### src/rtl/io_handshake_if.sv
// Board/datapath-facing signal bundle for the operator I/O controller.
// Handshake: Enter is a level the PC compares against its own copy; each
// accepted press flips it once, and in_valid marks the cycle after an IN capture.
interface io_handshake_if #(
  parameter int DATA_WIDTH = 32,
  parameter int SW_WIDTH   = 16
);
  logic                  button;
  logic [SW_WIDTH-1:0]   switches;
  logic                  Input;
  logic                  Output;
  logic [DATA_WIDTH-1:0] out_data;
  logic                  Enter;
  logic [DATA_WIDTH-1:0] in_data;
  logic                  in_valid;
  logic [DATA_WIDTH-1:0] display;
  logic                  waiting;

  modport slave (
    input  button, switches, Input, Output, out_data,
    output Enter, in_data, in_valid, display, waiting
  );

  modport master (
    output button, switches, Input, Output, out_data,
    input  Enter, in_data, in_valid, display, waiting
  );
endinterface

### src/rtl/io_handshake.sv
// Operator I/O controller: synchronizes and debounces the push button and
// advances exactly one IN/OUT instruction per clean press via the Enter level.
module io_handshake #(
  parameter int DATA_WIDTH      = 32,
  parameter int SW_WIDTH        = 16,
  parameter int DEBOUNCE_CYCLES = 50000
) (
  input  logic             clk,
  input  logic             reset,
  io_handshake_if.slave    io,
  output logic [1:0]       state_dbg
);
  localparam int CNT_W = $clog2(DEBOUNCE_CYCLES + 1);
  localparam logic [CNT_W-1:0] CNT_LAST = CNT_W'(DEBOUNCE_CYCLES - 1);

  typedef enum logic [1:0] {
    IDLE         = 2'd0,
    WAIT_PRESS   = 2'd1,
    WAIT_RELEASE = 2'd2
  } state_t;

  state_t state, state_n;

  logic                  btn_s1, btn_s2;
  logic [SW_WIDTH-1:0]   sw_s1, sw_s2;
  logic                  db, db_q;
  logic [CNT_W-1:0]      cnt;
  logic                  press;
  logic                  capture;
  logic                  io_active;

  logic                  enter_q;
  logic [DATA_WIDTH-1:0] in_data_q;
  logic                  in_valid_q;
  logic [DATA_WIDTH-1:0] display_q;
  logic                  waiting_q;

  always_ff @(posedge clk) begin
    if (reset) begin
      btn_s1 <= 1'b0;
      btn_s2 <= 1'b0;
      sw_s1  <= '0;
      sw_s2  <= '0;
    end else begin
      btn_s1 <= io.button;
      btn_s2 <= btn_s1;
      sw_s1  <= io.switches;
      sw_s2  <= sw_s1;
    end
  end

  // Any sample agreeing with db restarts the run, so short glitches never land.
  always_ff @(posedge clk) begin
    if (reset) begin
      db   <= 1'b0;
      db_q <= 1'b0;
      cnt  <= '0;
    end else begin
      db_q <= db;
      if (btn_s2 != db) begin
        if (cnt == CNT_LAST) begin
          db  <= btn_s2;
          cnt <= '0;
        end else begin
          cnt <= cnt + 1'b1;
        end
      end else begin
        cnt <= '0;
      end
    end
  end

  assign press     = db & ~db_q;
  assign io_active = io.Input | io.Output;

  always_comb begin
    state_n = state;
    capture = 1'b0;
    unique case (state)
      IDLE: begin
        if (io_active) state_n = WAIT_PRESS;
      end
      WAIT_PRESS: begin
        if (!io_active) begin
          state_n = IDLE;
        end else if (press) begin
          capture = 1'b1;
          state_n = WAIT_RELEASE;
        end
      end
      WAIT_RELEASE: begin
        if (!db) state_n = IDLE;
      end
      default: state_n = IDLE;
    endcase
  end

  always_ff @(posedge clk) begin
    if (reset) begin
      state      <= IDLE;
      enter_q    <= 1'b0;
      in_data_q  <= '0;
      in_valid_q <= 1'b0;
      display_q  <= '0;
      waiting_q  <= 1'b0;
    end else begin
      state      <= state_n;
      waiting_q  <= (state_n == WAIT_PRESS);
      in_valid_q <= capture & io.Input;
      if (capture) begin
        enter_q <= ~enter_q;
        if (io.Input)  in_data_q <= DATA_WIDTH'(sw_s2);
        if (io.Output) display_q <= io.out_data;
      end
    end
  end

  assign io.Enter    = enter_q;
  assign io.in_data  = in_data_q;
  assign io.in_valid = in_valid_q;
  assign io.display  = display_q;
  assign io.waiting  = waiting_q;
  assign state_dbg   = state;
endmodule

### src/flat_wrapper.sv
// flat-port wrapper written by rule: the top's interface ports become plain ports
module io_handshake_flat 
#(
  parameter int DATA_WIDTH      = 32,
  parameter int SW_WIDTH        = 16,
  parameter int DEBOUNCE_CYCLES = 50000
)
  (clk, reset, state_dbg, io_button, io_switches, io_Input, io_Output, io_out_data, io_Enter, io_in_data, io_in_valid, io_display, io_waiting);
  io_handshake_if #(.DATA_WIDTH(DATA_WIDTH), .SW_WIDTH(SW_WIDTH)) io_i ();
  input  logic clk;
  input  logic reset;
  output logic [1:0] state_dbg;
  input wire logic [$bits(io_i.button)-1:0] io_button;
  input wire logic [$bits(io_i.switches)-1:0] io_switches;
  input wire logic [$bits(io_i.Input)-1:0] io_Input;
  input wire logic [$bits(io_i.Output)-1:0] io_Output;
  input wire logic [$bits(io_i.out_data)-1:0] io_out_data;
  output wire logic [$bits(io_i.Enter)-1:0] io_Enter;
  output wire logic [$bits(io_i.in_data)-1:0] io_in_data;
  output wire logic [$bits(io_i.in_valid)-1:0] io_in_valid;
  output wire logic [$bits(io_i.display)-1:0] io_display;
  output wire logic [$bits(io_i.waiting)-1:0] io_waiting;
  assign io_i.button = io_button;
  assign io_i.switches = io_switches;
  assign io_i.Input = io_Input;
  assign io_i.Output = io_Output;
  assign io_i.out_data = io_out_data;
  assign io_Enter = io_i.Enter;
  assign io_in_data = io_i.in_data;
  assign io_in_valid = io_i.in_valid;
  assign io_display = io_i.display;
  assign io_waiting = io_i.waiting;
  io_handshake #(.DATA_WIDTH(DATA_WIDTH), .SW_WIDTH(SW_WIDTH), .DEBOUNCE_CYCLES(DEBOUNCE_CYCLES)) u_core (.clk(clk), .reset(reset), .io(io_i), .state_dbg(state_dbg));
endmodule
### config.mk
export PLATFORM = sky130hd
export DESIGN_NAME = io_handshake_flat
export DESIGN_NICKNAME = d
export VERILOG_FILES = /design/src/rtl/io_handshake_if.sv /design/src/rtl/io_handshake.sv /design/src/flat_wrapper.sv
export SDC_FILE = /design/constraint.sdc
export NUM_CORES = 1
export LEC_CHECK = 0
export BUFFER_PORTS_ARGS = -buffer_cell sky130_fd_sc_hd__buf_2
export CORE_ASPECT_RATIO = 1.5
export CORE_UTILIZATION = 31
export CTS_CLUSTER_DIAMETER = 200
export DETAILED_ROUTE_END_ITERATION = 7
export SLEW_MARGIN = 15
export SYNTH_ARGS = -nofsm -noshare
export SYNTH_HDL_FRONTEND = slang
export SYNTH_SLANG_ARGS = --single-unit
### constraint.sdc
create_clock -name clk -period 3.3 [get_ports clk]
set_input_delay 0.495 -clock clk [delete_from_list [all_inputs] [get_ports clk]]
set_output_delay 0.495 -clock clk [all_outputs]
set_load 0.02 [all_outputs]
# Word-level counts from Yosys, hierarchy flattened
# Cells that the tools add are included.
# Widths: inputs -> output; s select.
totals:
  output_inout_bits: 69
  register_bits: 105
  in_bits: 53
  elab_cells: 38
classes:
  n_addsub: 1
  reduce_logical: 5
  muxes: 8
  n_bitwise: 6
  n_eq_ne: 5
ops:
  columns: ["op", "n"]
  rows:
  - ["$add 16x1->16 const B", 1]
  - ["$eq 16x16->1 const B", 1]
  - ["$mux 2", 4]
  - ["$pmux 2 s3", 1]
  - ["$reduce_and 2->1", 3]
  - ["$eq 2x1->1 const B", 2]
  - ["$mux 1", 3]
  - ["$not 1->1", 3]
  - ["$reduce_or 3->1", 1]
  - ["$and 1x1->1", 2]
  - ["$eq 2x2->1 const B", 1]
  - ["$logic_not 2->1", 1]
  - ["$ne 1x1->1", 1]
  - ["$or 1x1->1", 1]

# Logic depth before layout (Yosys ltp)
logic_depth:
  word_depth: 6
  depth_mapped: 6
  depth_no_buf: 5

# Worst setup path after synthesis
# Ideal clock, no wire load.
synth_timing:
  kind: "input to register"
  start: "in reset"
  end: "reg u_core.display_q[14], in the netlist u_core.io.display[14]"
  path_buffers: 3
  cell_stages: 4
  arrival_ps: 1318
  path_slack_ps: 1843
  required_time_ps: 3160
  setup_ps: 140
  cell_sequence: "buf_2 -> clkbuf_1 -> clkbuf_1 -> a21oi_1"
synth_rtl:
  columns: ["item", "line_no", "text"]
  rows:
  - ["start, declared", "flat_wrapper.sv:11", "input logic reset;"]
  - ["end signal, assigned", "io_handshake.sv:113", "if (io.Output) display_q <= io.out_data;"]
  - ["end, declared", "io_handshake.sv:35", "logic [DATA_WIDTH-1:0] display_q;"]
# No word-level cell between the ends.

# Final worst setup path
layout_timing:
  start: "reg u_core.state[1], in the netlist u_core.state_dbg[1]"
  end: "reg u_core.display_q[24], in the netlist u_core.io.display[24]"
layout_via:
  elab_chain_cells: 3
layout_rtl:
  columns: ["item", "line_no", "text"]
  rows:
  - ["start, declared", "io_handshake.sv:22", "state_t state, state_n;"]
  - ["start signal, assigned", "io_handshake.sv:107", "state <= state_n;"]
  - ["$eq 2x1->1", "io_handshake.sv:79", "unique case (state)"]
  - ["$mux 1", "io_handshake.sv:79", null]
  - ["$reduce_and 2->1 (no source line)", null, null]
# No other way between the ends.
# A chain may end at the register's enable or synchronous reset.

==> impl_results.md <==
- Placer Congestion: 0.759
- Setup crit start kind: flip-flop
- Num rows: 48
- M1 GR Usage: 0.132
- PostCTS Resize Cnt: 0
- Pwr/cell area: 531 mW/mm²
- Reg-to-reg setup timing slack: 1.36 ns
- Die height: 136 µm
- Vias/cell: 4.29
- Reg-to-Reg Start: u_core.state_dbg[1]
- Clk_lat worst skew: 0.34 ns
- Max cap viols: 0
- Initial core utilization: 0.321
- RSZ-0062 raised after global routing: no
- Routed len/inst: 11.2 µm
- Router iterations before antenna repair: 4
- Area delta synth->final: 22.2%
- CTS tree: done
- Antenna diode count: 0
- Final Skew: 0.00529 ns
- Clock buffer depth: 2
- First-pass GRT wire length: 11.7 mm
- Worst Path Max Fanout: 32
- CTS sink count: 105
- Setup bufs post-CTS: 0
- Clk slew on worst S/H paths: 0.07 ns
- Worst-Margin Slew: 1.09 ns
- Share of cells above drive strength 1: 0.268
- Fin nets: 557
- Flops & latches, synth: 105
- Grt ovf: 0
- Routed vias: 2,826
- Post-DRT Antenna Nets: 0
- Commonest cells after routing, fill and taps aside: buf_2, dfxtp_1, nand2_1, a21oi_1, nor2b_1
- Drt drc: 0
- Register area: 0.00210 mm²
- Hold Buf Count CTS: 0
- 1st-iter DRT viols: 87
- Multi-input combinational cell area: 0.00142 mm²
- Vias in the first global route: 2,606
- Largest net degree at the start of global routing: 38
- Worst rel slew slack: 0.274
- WHS Path Cells: 2
- Post-Synthesis Cell Area: 0.00373 mm²
- Reg2reg end: u_core.io.display[24]
- Run status: completed
- Grt peak-use layer: met2
- Worst path required time: 3.57 ns
- Post-synthesis sequential area ratio: 0.563
- Yosys warnings: 0
- Die area: 0.0125 mm²
- Period utilisation layout: 0.589
- Root Driver: clkbuf_16
- Reg2reg path depth: 4
- Met3 usage: 0.0419
- Leak: 1.84 nW
- Met2 Track Usage GR: 0.203
- Dpl hpwl: 5.27 mm
- Final hold violation count: 0
- Post-synthesis cell count: 407
- HP Class: input port to flip-flop
- Crit Path Class: flip-flop to flip-flop
- Hold_sp: io_switches[13]
- Ranking of synthesized cells by area: dfxtp_1, nand2_1, nor2b_1, a21oi_1, buf_4
- I/O pin total: 122
- Pins Over Slew Limit: 0
- Port bufs: 105
- Area share of the largest cell type after synthesis: 0.563
- H-tree depth: 3
- EDFF count, synth: 0
- Chip width: 91.6 µm
- Initial antenna violation count: 0
- Ys flop type: dfxtp_1
- Core Area: 0.0117 mm²
- Fin util: 0.392
- Worst Path Arrival: 2.21 ns
- Fin crit period: 1.94 ns
- Area leader, netlist: dfxtp_1
- Worst VDD drop: 0.207 mV
- FILL cells: 1,213
- Setup_tns: 0 ns
- Tot GR Track Use: 0.119
- Fraction of registers with async set/reset: 0
- Average cell area after synthesis: 9.18 µm²
- Count of final setup violators: 0
- Detailed Route WL: 7.35 mm
- Synth unique cells: 32
- Fmax: 514 MHz
- Crit. End Element: flip-flop
- TritonCTS buffer count: 9
- Hold EP: u_core.sw_s1[13]
[how the worst max path moves through the flow]
| stage | from | end | slack, ns | cells past startpoint |
|---|---|---|---|---|
| floorplan | reset | u_core.io.display[14] | 1.84 | 4 |
| global placement | u_core.state_dbg[1] | u_core.io.display[28] | 1.40 | 4 |
| finish | u_core.state_dbg[1] | u_core.io.display[24] | 1.36 | 4 |
| CTS | u_core.state_dbg[1] | u_core.io.display[24] | 1.33 | 4 |
| detailed placement | u_core.state_dbg[1] | u_core.io.display[24] | 1.35 | 4 |
| global route | u_core.state_dbg[1] | u_core.io.display[12] | 1.14 | 4 |
[through the flow]
step	setup slack [ns]	std cells	area, µm²	total power [mW]	hold slack, ns
3_5_place_dp	1.35	642	4270	1.41	0.421
6_report	1.36	658	4560	2.42	0.361
3_3_place_gp	1.40	642	4270	1.41	0.422
5_1_grt	1.14	658	4560	2.52	0.366
2_1_floorplan	1.84	422	3790	1.39	0.414
4_1_cts	1.33	658	4560	2.46	0.347
[worst max-delay path, stage by stage (launching register included)]
cell and delay, ns:
dfxtp_1 0.36, and4bb_1 0.33, and2_1 0.87, nand2_1 0.16, a21oi_2 0.15
[final cells by class]
type,count,share of cell area
Multi-Input combinational cell,275,0.311
Inverter,5,0.00411
Clock buffer,10,0.0502
Tap cell,150,0.0411
Timing Repair Buffer,107,0.118
Sequential cell,105,0.461
Clock inverter,6,0.0151
[synthesized netlist by cell type, types with 2 or more instances]
library cell / n
buf_2: 4
nand3_1: 6
xnor2_1: 13
nor2b_1: 34
xor2_1: 3
nor3_1: 3
nand4_1: 2
inv_1: 5
clkbuf_1: 9
a21oi_1: 41
dfxtp_1: 105
nor4_2: 2
buf_4: 19
buf_6: 5
a21oi_2: 8
and2_1: 2
nand2_1: 101
nand2b_1: 3
nor2_1: 24
nor4_1: 6
[cell families (layout without fill, tap and decap cells)]
kind of cell,after synthesis,count (layout),share of synthesized area
and+or+nand+nor,190,190,0.243
DFF,105,105,0.563
AOI/OAI and AO/OA,51,51,0.0774
buffers and inverters,42,128,0.0727
xor gates and xnor gates,16,16,0.0375
adders and majority gates,1,1,0.00335
other,1,16,0.00100
muxes,1,1,0.00268
[sequential cells by signal (all words and copies together) (netlist names)]
signal and count:
u_core.db 1, u_core.db_q 1, u_core.btn_s2 1, u_core.state_dbg 2
u_core.cnt 16, u_core.io.waiting 1, u_core.sw_s2 16, u_core.io.in_valid 1
u_core.io.Enter 1, u_core.sw_s1 16, u_core.io.in_data 16, u_core.btn_s1 1
u_core.io.display 32
[report_power, final]
| group | internal [mW] | switching [mW] |
|---|---|---|
| Combinational | 0.0370 | 0.0531 |
| Sequential | 1.29 | 0.00521 |
| Clock | 0.589 | 0.451 |
[layer usage]
layer,wire length (µm),up-vias,share of wire
met5,0,-,0
li1,-,1462,-
met2,3590,81,0.49
met1,3170,1275,0.43
met3,469,8,0.064
met4,114,0,0.016
No activity file was read; power rests on OpenSTA's default activity.
